**config.mk**
```make
export PLATFORM = sky130hd
export DESIGN_NAME = aes_state_buf
export DESIGN_NICKNAME = d
export VERILOG_FILES = /design/src/rtl/aes_pkg.sv /design/src/rtl/aes_state_perm.sv /design/src/rtl/aes_state_buf.sv
export SDC_FILE = /design/constraint.sdc
export NUM_CORES = 1
export LEC_CHECK = 0
export CAP_MARGIN = 20
export CORE_MARGIN = 3
export CORE_UTILIZATION = 62
export CTS_CLUSTER_DIAMETER = 120
export DETAILED_ROUTE_END_ITERATION = 6
export GPL_TIMING_DRIVEN = 1
export PLACE_DENSITY = 0.92
export REMOVE_ABC_BUFFERS = 1
export SLEW_MARGIN = 20
export SYNTH_ARGS = -nofsm -noshare
export SYNTH_HDL_FRONTEND = slang
export SYNTH_SLANG_ARGS = --single-unit
export TNS_END_PERCENT = 30
```
**constraint.sdc**
```tcl
create_clock -name clk -period 4.5 [get_ports clk]
set_input_delay 0.9 -clock clk [delete_from_list [all_inputs] [get_ports clk]]
set_output_delay 0.9 -clock clk [all_outputs]
set_load 0.02 [all_outputs]
```
**src/rtl/aes_pkg.sv**
```systemverilog
// Shared definitions for the byte-serial AES datapath: read-order codes and
// the 16-element ShiftRows / InvShiftRows source-index mapping.
package aes_pkg;

    localparam logic [1:0] RD_LINEAR   = 2'd0;
    localparam logic [1:0] RD_SHIFT    = 2'd1;
    localparam logic [1:0] RD_INVSHIFT = 2'd2;

    // State is column-major: j = {column, row}. The 2-bit column arithmetic wraps mod 4.
    function automatic logic [3:0] perm16(input logic [3:0] j, input logic [1:0] mode);
        logic [1:0] r;
        logic [1:0] c;
        r = j[1:0];
        c = j[3:2];
        case (mode)
            RD_SHIFT:    perm16 = {2'(c + r), r};
            RD_INVSHIFT: perm16 = {2'(c - r), r};
            default:     perm16 = j;
        endcase
    endfunction

endpackage

```
**src/rtl/aes_state_perm.sv**
```systemverilog
// Combinational read-index permutation: element position within a block and
// read mode to the storage address. Only a 16-element state has row shifts.
module aes_state_perm
    import aes_pkg::*;
#(
    parameter int DEPTH  = 16,
    parameter int ADDR_W = $clog2(DEPTH)
) (
    input  logic [ADDR_W-1:0] idx,
    input  logic [1:0]        mode,
    output logic [ADDR_W-1:0] addr
);

    generate
        if (DEPTH == 16) begin : g_aes
            assign addr = ADDR_W'(perm16(4'(idx), mode));
        end else begin : g_linear
            logic [1:0] unused_mode;
            assign unused_mode = mode;
            assign addr        = idx;
        end
    endgenerate

endmodule

```
**src/rtl/aes_state_buf.sv**
```systemverilog
// Ping-pong state buffer: byte stream in, two self-addressed banks, byte stream
// out in linear / ShiftRows / InvShiftRows order with valid/ready on both sides.
module aes_state_buf
    import aes_pkg::*;
#(
    parameter int   DATA_W = 8,
    parameter int   DEPTH  = 16,
    localparam int  ADDR_W = $clog2(DEPTH)
) (
    input  logic              clk,
    input  logic              rst,
    input  logic              flush,
    input  logic [1:0]        rd_mode,
    input  logic [DATA_W-1:0] in,
    input  logic              in_valid,
    output logic              in_ready,
    output logic [DATA_W-1:0] out,
    output logic              out_valid,
    input  logic              out_ready,
    output logic              out_last,
    output logic [1:0]        full_cnt
);

    localparam logic [ADDR_W-1:0] LAST_IDX = ADDR_W'(DEPTH - 1);

    logic [1:0]        full_reg;
    logic              wr_bank_reg;
    logic              rd_bank_reg;
    logic [ADDR_W-1:0] wr_ptr_reg;
    logic [ADDR_W-1:0] rd_ptr_reg;
    logic [1:0]        blk_mode_reg;
    logic [DATA_W-1:0] out_reg;
    logic              out_valid_reg;
    logic              out_last_reg;

    logic              wr_en;
    logic              wr_done;
    logic              fetch;
    logic              rd_done;
    logic [1:0]        cur_mode;
    logic [ADDR_W-1:0] rd_addr;
    logic [DATA_W-1:0] bank_rd [2];

    assign in_ready = !full_reg[wr_bank_reg];
    assign wr_en    = in_valid && in_ready && !flush;
    assign wr_done  = wr_en && (wr_ptr_reg == LAST_IDX);
    assign fetch    = full_reg[rd_bank_reg] && (!out_valid_reg || out_ready) && !flush;
    assign rd_done  = fetch && (rd_ptr_reg == LAST_IDX);
    // The first fetch of a block uses the live mode, which is also latched for the rest.
    assign cur_mode = (rd_ptr_reg == '0) ? rd_mode : blk_mode_reg;

    aes_state_perm #(.DEPTH(DEPTH), .ADDR_W(ADDR_W)) u_perm (
        .idx  (rd_ptr_reg),
        .mode (cur_mode),
        .addr (rd_addr)
    );

    genvar gi;
    generate
        for (gi = 0; gi < 2; gi++) begin : g_bank
            logic [DATA_W-1:0] mem_reg [DEPTH];

            always_ff @(posedge clk or negedge rst) begin
                if (!rst) begin
                    for (int i = 0; i < DEPTH; i++) begin
                        mem_reg[i] <= '0;
                    end
                end else if (wr_en && (wr_bank_reg == 1'(gi))) begin
                    mem_reg[wr_ptr_reg] <= in;
                end
            end

            assign bank_rd[gi] = mem_reg[rd_addr];
        end
    endgenerate

    always_ff @(posedge clk or negedge rst) begin
        if (!rst) begin
            full_reg      <= '0;
            wr_bank_reg   <= 1'b0;
            rd_bank_reg   <= 1'b0;
            wr_ptr_reg    <= '0;
            rd_ptr_reg    <= '0;
            blk_mode_reg  <= RD_LINEAR;
            out_reg       <= '0;
            out_valid_reg <= 1'b0;
            out_last_reg  <= 1'b0;
        end else if (flush) begin
            full_reg      <= '0;
            wr_bank_reg   <= 1'b0;
            rd_bank_reg   <= 1'b0;
            wr_ptr_reg    <= '0;
            rd_ptr_reg    <= '0;
            out_valid_reg <= 1'b0;
            out_last_reg  <= 1'b0;
        end else begin
            if (wr_en) begin
                wr_ptr_reg <= wr_ptr_reg + 1'b1;
                if (wr_done) begin
                    full_reg[wr_bank_reg] <= 1'b1;
                    wr_ptr_reg            <= '0;
                    wr_bank_reg           <= !wr_bank_reg;
                end
            end
            if (fetch) begin
                out_reg       <= bank_rd[rd_bank_reg];
                out_valid_reg <= 1'b1;
                out_last_reg  <= rd_done;
                rd_ptr_reg    <= rd_ptr_reg + 1'b1;
                if (rd_ptr_reg == '0) begin
                    blk_mode_reg <= rd_mode;
                end
                if (rd_done) begin
                    full_reg[rd_bank_reg] <= 1'b0;
                    rd_ptr_reg            <= '0;
                    rd_bank_reg           <= !rd_bank_reg;
                end
            end else if (out_valid_reg && out_ready) begin
                out_valid_reg <= 1'b0;
                out_last_reg  <= 1'b0;
            end
        end
    end

    assign out       = out_reg;
    assign out_valid = out_valid_reg;
    assign out_last  = out_last_reg;
    assign full_cnt  = 2'({1'b0, full_reg[0]} + {1'b0, full_reg[1]});

endmodule

```
; After elaboration in Yosys (flattened, before gate mapping)
; Cells that the tools add are included.
[word_totals]
reg_bits = 280
in_bits = 15
out_inout_bits = 13
wordCells = 139
[op_classes]
add_sub_neg = 5
n_lt_le_gt_ge = 8
eq_ne = 4
muxes = 46
bitwise_logic = 8
n_reduce_logical = 27
[ops]
columns = op, n
row1 = $bwmux W128, 2
row2 = $bmux W8 S4, 2
row3 = $mux W8, 8
row4 = $demux W8 S4, 1
row5 = $mux W4, 6
row6 = $mux W1, 17
row7 = $mux W2, 7
row8 = $logic_and A1 B1 Y1, 12
row9 = $ge A5 B5 Y1 const B, 2
row10 = $not A4 Y5, 2
row11 = $add A4 B1 Y4 const B, 2
row12 = $eq A4 B4 Y1 const B, 2
row13 = $pmux W4 S2, 1
row14 = $reduce_bool A2 Y1, 4
row15 = $reduce_and A2 Y1, 3
row16 = $logic_not A1 Y1, 5
row17 = $lt A5 B1 Y1 const B, 1
row18 = $logic_not A4 Y1, 1
row19 = $lt A1 B2 Y1 const B, 2
row20 = $reduce_bool A3 Y1, 1
row21 = $add A1 B1 Y2, 1
row22 = $add A2 B2 Y2, 1
row23 = $and A2 B2 Y2, 1
row24 = $demux W1 S1, 2
row25 = other kinds (10), 12

; Depth between registers and ports, before layout
; Gate-level depths: netlist (run 1).
[depth]
depth_word = 13
mapped_depth = 15
ltp_nobuf = 11

; Cells and area by module
; From an unflattened synthesis (run 1), not the netlist that was laid out.
[hier_totals]
hier_cells = 976
hier_area_um2 = 13136.3
[modules_own_cells]
columns = mod, n_inst, cells_per_inst, area_per_inst_um2, seq_area_each_um2
row1 = aes_state_buf, 1, 964, 13042.5, 7006.7
row2 = aes_state_perm, 1, 12, 93.8, 0.0

; Worst setup path before layout (run 1)
; No wires, ideal clock.
[synth_timing]
kind = register to register
from = register rd_ptr_reg[1]
to = register out_reg[4] (netlist: out[4])
setup_ns = 0.092
arrival_time_ns = 3.417
required_time_ns = 4.408
slack_ns = 0.991
path_stages_with_launch = 16
path_buffers = 4
period_less_slack_ns = 3.509
path_cell_list = dfrtp_1 buf_4 buf_2 buf_1 inv_1 ha_1 nor3b_1 mux2_2 ha_1 mux2i_1 mux2i_1 xor2_2 buf_4 mux2i_1 a22o_1 o31ai_2
[synth_between]
elab_chain_len = 11
elab_cells_between_ends = 17
classes_between = add/sub: 2 / eq/ne: 2 / mux: 11 / bitwise: 1 / reduce/logical: 1
[synth_rtl]
columns = item, line
row1 = from (decl), aes_state_buf.sv:30  ; logic [ADDR_W-1:0] rd_ptr_reg;
row2 = from (signal assigned), aes_state_buf.sv:109  ; rd_ptr_reg <= rd_ptr_reg + 1'b1;
row3 = $logic_not A4 Y1 *, aes_state_buf.sv:50  ; assign cur_mode = (rd_ptr_reg == '0) ? rd_mode : blk_mode_reg;
row4 = $mux W2 *, --
row5 = named net cur_mode[1], aes_state_buf.sv:40  ; logic [1:0] cur_mode;
row6 = $eq A2 B2 Y1 or $eq A2 B1 Y1 (tied branches), aes_pkg.sv:15  ; case (mode)
row7 = $pmux W4 S2 *, aes_pkg.sv:15
row8 = $not A4 Y5 (not written as such) *, aes_state_buf.sv:73  ; assign bank_rd[gi] = mem_reg[rd_addr];
row9 = $bmux W8 S4, aes_state_buf.sv:73
row10 = $mux W8 (not written as such) (2 in series), aes_state_buf.sv:73
row11 = $mux W8 (not written as such) * (3 in series), aes_state_buf.sv:106  ; out_reg <= bank_rd[rd_bank_reg];
row12 = to (signal assigned), aes_state_buf.sv:106
row13 = to (decl), aes_state_buf.sv:32  ; logic [DATA_W-1:0] out_reg;
; The timed path passes the listed nets; every way through them passes the cells marked *. The select of a mux whose other input is x is not followed.
; A chain may end at the register's enable or synchronous reset.

; Final worst setup path (run 1)
[layout_timing]
from = register rd_ptr_reg[0]
to = register out_reg[5] (netlist: out[5])
; The elaborated chain is that of the path after synthesis.

==> results of run 1 <==
## power by group through the flow
| stage | sequential [mW] | clock, mW | combinational (mW) |
|---|---|---|---|
| finish | 2.63 | 2.62 | 0.298 |
| global route | 2.64 | 2.75 | 0.326 |
| CTS | 2.63 | 2.64 | 0.303 |
| detailed placement | 2.68 | 0 | 0.298 |
| global placement | 2.67 | 0 | 0.289 |
| floorplan | 2.66 | 0 | 0.152 |
## synth_stat cells, drive strengths merged
cell type | count | area share (%)
o21ai | 3 | 0.12
a311oi | 1 | 0.068
o31ai | 9 | 0.83
a31o | 1 | 0.068
mux2i | 37 | 2.9
mux4 | 64 | 11
nor3 | 4 | 0.15
ha | 9 | 0.87
nand2b | 1 | 0.048
xor2 | 2 | 0.19
a22o | 16 | 1.1
mux2 | 258 | 22
nor2b | 7 | 0.34
nor2 | 15 | 0.43
and2 | 11 | 0.53
buf | 15 | 0.72
clkbuf | 48 | 1.4
and3 | 2 | 0.097
a21oi | 5 | 0.19
nand3 | 8 | 0.31
nor3b | 1 | 0.058
a211oi | 1 | 0.058
a31oi | 1 | 0.048
xnor2 | 3 | 0.20
dfrtp | 280 | 54
inv | 7 | 0.20
a41oi | 1 | 0.068
nor4b | 1 | 0.12
nand2 | 46 | 1.3
## metal layers
layer,track usage [%],wire [microns]
met1,38.2,12100
met2,44.3,14500
met3,4.21,1830
met4,7.80,927
met5,0,0
## per-stage QoR
step	utilization (%)	setup TNS, ps	area [sq um]	setup WS (ps)	cells
4_1_cts	71.2	0	14500	753	1158
5_1_grt	71.2	0	14500	572	1158
2_1_floorplan	-	-14500	12700	-1810	794
3_3_place_gp	66.0	0	13400	850	1105
6_report	71.2	0	14500	745	1158
3_5_place_dp	66.0	0	13400	779	1105
## worst max-delay path by stage
| stage | end | slack [ps] | depth (start not counted) |
|---|---|---|---|
| global placement | out[0] | 850 | 10 |
| CTS | out[5] | 750 | 12 |
| finish | out[5] | 750 | 12 |
| global route | out[3] | 570 | 12 |
| floorplan | out[0] | -1810 | 11 |
| detailed placement | out[4] | 780 | 10 |
## logic make-up (layout without fill, tap and decap cells)
family	Yosys count	after routing	share of synthesized area [%]
buf+inv	70	101	2.32
compound gates	38	38	2.53
mux	359	359	36.4
flops	280	280	54.1
simple gates	96	96	3.42
xor+xnor	5	5	0.396
fa+ha+maj	9	9	0.869
## layout make-up
class	count	area [sq um]
repair buffers	41	395
inverters	7	26.3
fillers	1251	5870
clock inverters	15	230
multi-input cells	507	5660
clock buffers	38	830
well taps	270	338
flip-flops and latches	280	7010
## worst max-delay path, stage by stage, from the launching register on
cell                      delay (ps)
sky130_fd_sc_hd__dfrtp_4         470
sky130_fd_sc_hd__inv_1            80
sky130_fd_sc_hd__ha_1            150
sky130_fd_sc_hd__nor3b_1         360
sky130_fd_sc_hd__mux2_2          400
sky130_fd_sc_hd__ha_1            200
sky130_fd_sc_hd__mux2i_1         250
sky130_fd_sc_hd__mux2i_1         430
sky130_fd_sc_hd__xor2_4          160
sky130_fd_sc_hd__buf_4           460
sky130_fd_sc_hd__mux2i_1         180
sky130_fd_sc_hd__a22o_1          290
sky130_fd_sc_hd__o31ai_2         210
==> summary.md, run 1 <==
Power
- leakage power: 7.10 nW
- switching power as a share of total power: 21.5%
- net switching power: 1.19 mW
- relative contribution of sequential cells to total power: 47.4%
- Gate power share: 5.4%
- relative contribution of the clock network to total power: 47.2%
- Total Power Consumption: 5.55 mW
- internal power summed over all cells: 4.36 mW
- Pwr per Cell Area: 383 nW/um^2
- IR Drop Worst-Case VDD: 0.000343 V

GRT
- maximum number of pins on one net before global-route repair: 104
- number of antenna violations at the first check in global routing: 0
- number of global-route vias before repair: 7,869
- global-route wire length before repair: 46,600 microns
- Total GRT Usage: 27.0%
- total overflow reported by the global router: 0

Die
- Vert. Die Dim: 151 microns
- core outline area: 20,400 sq um
- number of top-level pins: 28
- Die ar.: 22,700 sq um
- Initial Util: 63.6%
- die extent in x: 151 microns
- Placement Rows: 52

Route
- DR vias: 7,541
- Starting DRT DRC Count: 640
- post-detailed-route DRC marker count: 0
- wire per inst: 25.4 microns
- routed wire length: 29,400 microns
- length of the first detailed-routing pass in iterations: 5
- vias per cell: 6.51
- DRT antenna net count: 0

Setup path
- cell depth of the worst flop-to-flop path: 12
- Worst EP required: 4940 ps
- R2R setup slack: 750 ps
- Critical Setup Path Class: register to register
- Worst EP arrival: 4200 ps
- maximum fanout along the worst path: 32
- endpoint of the worst register-to-register path: out[5]
- Worst setup startpoint: rd_ptr_reg[0]
- capturing element type of the critical path: register
- startpoint type of the worst setup path: register
- Crit Reg-Reg Startpoint: rd_ptr_reg[0]

Place
- half-perimeter wire length of the detailed placement result: 18,100 microns
- input/output buffers: 27
- Final Wtd Congestion: 0.949

Clocking
- clk root buf: sky130_fd_sc_hd__clkbuf_16
- number of CTS-inserted buffers: 29
- clock edge transition at the registers on the reported setup and hold paths: 60 ps
- clock latency on the worst-skew pair: 550 ps
- TritonCTS clock tree: yes
- count of buffers added by post-CTS timing repair for setup: 0
- Gates resized, CTS repair: 0
- maximum clock insertion buffer count: 3
- CTS hold repair buffers: 0
- H-Tree Depth: 1
- sinks on the clock net: 280

Timing
- worst clock skew: 17.4 ps
- measured slew at the worst slew-check pin: 1100 ps
- unrepaired setup endpoints after global routing: no
- Final Setup Violations: 0
- Fmax achieved: 0.266 GHz
- final hold violations: 0
- clock period minus final worst setup slack: 3750 ps
- final critical-path share of the clock period: 83.4%
- max_slew headroom: 26.4%
- Max Slew Vio Count: 0
- Post-Route Hold Slack: 369 ps

Job
- reported max-cap violation count: 0

Cells and area
- most common library cell in the layout ignoring fill and taps: sky130_fd_sc_hd__dfrtp_1
- area growth from synthesis to layout: 11.8%
- final net count: 890
- most frequent cells in the layout: sky130_fd_sc_hd__dfrtp_1 (278), sky130_fd_sc_hd__mux2_2 (246), sky130_fd_sc_hd__mux4_2 (64)
- count of inserted antenna diode cells: 0
- share of final-layout standard cells stronger than drive strength 1: 44.0%
- flip-flop count of the largest register after layout: 256

Synth
- average footprint of a synthesized cell: 15.1 sq um
- Synth Register Bits: 280
- post-synthesis cell count: 857
- sequential element share of the synthesized area: 54.1%
- number of synthesis warnings: 0
- summed instance area of the synthesized netlist: 13,000 sq um
- distinct cell type count after synthesis: 36

Worst hold path
- worst min-delay path category: input pin to asynchronous set/reset pin

Run status
- outcome: finished clean

(Power assumes the default switching activity.)
==> run 2: changes to the inputs <==
==> constraint.sdc (replaced) <==
create_clock -name clk -period 3.9 [get_ports clk]
set_input_delay 0.78 -clock clk [delete_from_list [all_inputs] [get_ports clk]]
set_output_delay 0.78 -clock clk [all_outputs]
set_load 0.02 [all_outputs]
==> run 2 against run 1 <==
Core utilization hardly changed. First-iteration DRC count is 15% lower. Maximum frequency is 4.1% higher. Routed wire length is 1.6% lower. Via count is 1.4% lower. Global-route usage is 0.46 points lower. Sequential power is 16% higher. Critical path depth stayed put. Critical path type unchanged. Largest power group unchanged.
==> summary.md, run 2 (synthesis gave the netlist of run 1 again) <==
Run status
- outcome: finished clean, unchanged

Timing
- measured slew at the worst slew-check pin: 1110 ps, was 1100 ps
- Max Slew Vio Count: 0, unchanged
- worst clock skew: 11.5 ps, was 17.4 ps
- clock period minus final worst setup slack: 3610 ps, was 3750 ps
- Fmax achieved: 0.277 GHz, was 0.266 GHz
- final hold violations: 0, unchanged
- final critical-path share of the clock period: 92.5%, was 83.4%
- max_slew headroom: 25.4%, was 26.4%
- Final Setup Violations: 0, unchanged
- unrepaired setup endpoints after global routing: no, unchanged

Place
- half-perimeter wire length of the detailed placement result: 18,400 microns, was 18,100 microns
- input/output buffers: 27, unchanged
- Final Wtd Congestion: 0.926, was 0.949
- number of cells after detailed placement: 1,109, was 1,105

Clocking
- clock edge transition at the registers on the reported setup and hold paths: 60 ps, about the same
- CTS hold repair buffers: 0, unchanged
- Gates resized, CTS repair: 0, unchanged
- maximum clock insertion buffer count: 3, unchanged
- H-Tree Depth: 1, unchanged
- number of CTS-inserted buffers: 29, unchanged
- clock latency on the worst-skew pair: 540 ps, was 550 ps
- clk root buf: sky130_fd_sc_hd__clkbuf_16, unchanged
- TritonCTS clock tree: yes, unchanged
- sinks on the clock net: 280, unchanged
- count of buffers added by post-CTS timing repair for setup: 0, unchanged

Setup path
- capturing element of the worst setup path: out[4], was out[5]
- startpoint type of the worst setup path: register, unchanged
- Worst EP required: 4350 ps, was 4940 ps
- maximum fanout along the worst path: 25, was 32
- Worst EP arrival: 4060 ps, was 4200 ps
- Critical Setup Path Class: register to register, unchanged
- Worst setup startpoint: rd_ptr_reg[0], unchanged
- cell depth of the worst flop-to-flop path: 12, unchanged
- R2R setup slack: 290 ps, was 750 ps
- capturing element type of the critical path: register, unchanged
- endpoint of the worst register-to-register path: out[4], was out[5]
- Crit Reg-Reg Startpoint: rd_ptr_reg[0], unchanged

Cells and area
- area growth from synthesis to layout: 11.9%, was 11.8%
- non-filler cells, final: 1,162, was 1,158
- share of final-layout standard cells stronger than drive strength 1: 44.1%, was 44.0%
- most frequent cells in the layout: sky130_fd_sc_hd__dfrtp_1 (278), sky130_fd_sc_hd__mux2_2 (246), sky130_fd_sc_hd__mux4_2 (64), unchanged
- flip-flop count of the largest register after layout: 256, unchanged
- multi-input combinational cell area: 5660 sq um, unchanged
- count of inserted antenna diode cells: 0, unchanged
- number of fill cells in the layout: 1,258, was 1,251
- most common library cell in the layout ignoring fill and taps: sky130_fd_sc_hd__dfrtp_1, unchanged
- final net count: 894, was 890
- sequential cell area: 7010 sq um, unchanged

Power
- internal power summed over all cells: 4.91 mW, was 4.36 mW
- switching power as a share of total power: 22.0%, was 21.5%
- Pwr per Cell Area: 434 nW/um^2, was 383 nW/um^2
- net switching power: 1.38 mW, was 1.19 mW
- relative contribution of the clock network to total power: 46.2%, was 47.2%
- leakage power: 7.11 nW, was 7.10 nW
- relative contribution of sequential cells to total power: 48.3%, was 47.4%
- Total Power Consumption: 6.29 mW, was 5.55 mW
- Gate power share: 5.5%, was 5.4%
- IR Drop Worst-Case VDD: 0.000342 V, was 0.000343 V

Die
- core outline area: 20,400 sq um, unchanged
- die extent in x: 151 microns, unchanged
- Initial Util: 63.6%, unchanged
- Placement Rows: 52, unchanged
- Vert. Die Dim: 151 microns, unchanged
- number of top-level pins: 28, unchanged
- Die ar.: 22,700 sq um, unchanged

Route
- length of the first detailed-routing pass in iterations: 7, was 5
- routed wire length: 28,900 microns, was 29,400 microns
- DR vias: 7,438, was 7,541
- DRT antenna net count: 0, unchanged
- Starting DRT DRC Count: 546, was 640
- vias per cell: 6.40, was 6.51
- wire per inst: 24.9 microns, was 25.4 microns
- post-detailed-route DRC marker count: 0, unchanged

GRT
- maximum number of pins on one net before global-route repair: 116, was 104
- total overflow reported by the global router: 0, unchanged
- Total GRT Usage: 26.6%, was 27.0%
- number of antenna violations at the first check in global routing: 0, unchanged
- global-route wire length before repair: 45,900 microns, was 46,600 microns
- number of global-route vias before repair: 7,971, was 7,869

Worst hold path
- worst min-delay path category: input pin to asynchronous set/reset pin, unchanged

Job
- reported max-cap violation count: 0, unchanged

[run 2: per-layer routing]
metal	vias to the layer above	global-route usage (%)	share of wire [%]
met5	-	0	0
met4	0	8.43	3.2
met3	64	5.93	6.7
met2	232	42.7	49
met1	3958	36.7	41
li1	3184	-	-
[run 2: how the worst min path moves through the flow]
stage | end | slack [ps] | depth (start not counted)
4_1_cts | g_bank[1].mem_reg[58] | 360 | 1
6_report | g_bank[1].mem_reg[34] | 320 | 1
5_1_grt | g_bank[1].mem_reg[34] | 380 | 1
2_1_floorplan | blk_mode_reg[0] | 450 | 2
3_3_place_gp | g_bank[0].mem_reg[54] | 470 | 1
3_5_place_dp | g_bank[0].mem_reg[57] | 480 | 1
[run 2: worst max-delay path: stages, from the launching register on]
cell and delay (ps):
sky130_fd_sc_hd__dfrtp_4 470, sky130_fd_sc_hd__inv_1 80, sky130_fd_sc_hd__ha_1 140, sky130_fd_sc_hd__nor3b_1 390, sky130_fd_sc_hd__mux2_2 410, sky130_fd_sc_hd__ha_1 200, sky130_fd_sc_hd__mux2i_1 180, sky130_fd_sc_hd__mux2i_1 420
sky130_fd_sc_hd__xor2_4 410, sky130_fd_sc_hd__buf_12 270, sky130_fd_sc_hd__mux2i_1 110, sky130_fd_sc_hd__a22o_1 250, sky130_fd_sc_hd__o31ai_2 200
[run 2: power groups by stage]
stage	Sequential, mW	Combinational (mW)	Clock, mW
after CTS	3.04	0.353	2.94
after detailed placement	3.09	0.351	0
final	3.04	0.349	2.90
after global routing	3.05	0.380	3.05
after floorplan	3.07	0.175	0
after global placement	3.08	0.335	0
[run 2: stage by stage]
step / setup slack (ps) / setup TNS, ps / cell area (sq um) / hold WS, ps / utilization [%]
3_3_place_gp: 385 / 0 / 13500 / 469 / 66.2
4_1_cts: 295 / 0 / 14500 / 356 / 71.2
3_5_place_dp: 331 / 0 / 13500 / 477 / 66.2
6_report: 294 / 0 / 14500 / 318 / 71.2
5_1_grt: 130 / 0 / 14500 / 385 / 71.2
2_1_floorplan: -2410 / -19330 / 12700 / 449 / -
[run 2: layout make-up]
type                    instances  share of cell area (%)
repair buffers                 45                    3.06
clock inverters                14                    1.24
flip-flops and latches        280                    48.4
clock buffers                  39                    5.75
multi-input cells             507                    39.1
well taps                     270                    2.33
inverters                       7                   0.181
==> run 3: changes to the inputs <==
--- a/config.mk
+++ b/config.mk
@@ -10,6 +10,7 @@
 export CORE_UTILIZATION = 62
 export CTS_CLUSTER_DIAMETER = 120
 export DETAILED_ROUTE_END_ITERATION = 6
+export GPL_ROUTABILITY_DRIVEN = 0
 export GPL_TIMING_DRIVEN = 1
 export PLACE_DENSITY = 0.92
 export REMOVE_ABC_BUFFERS = 1
==> constraint.sdc (replaced) <==
create_clock -name clk -period 3.9 [get_ports clk]
set_input_delay 0.78 -clock clk [delete_from_list [all_inputs] [get_ports clk]]
set_output_delay 0.78 -clock clk [all_outputs]
set_load 0.05 [all_outputs]
==> results of run 3 <==
Same layout as run 2: the final DEF is identical, and so are final timing and power.
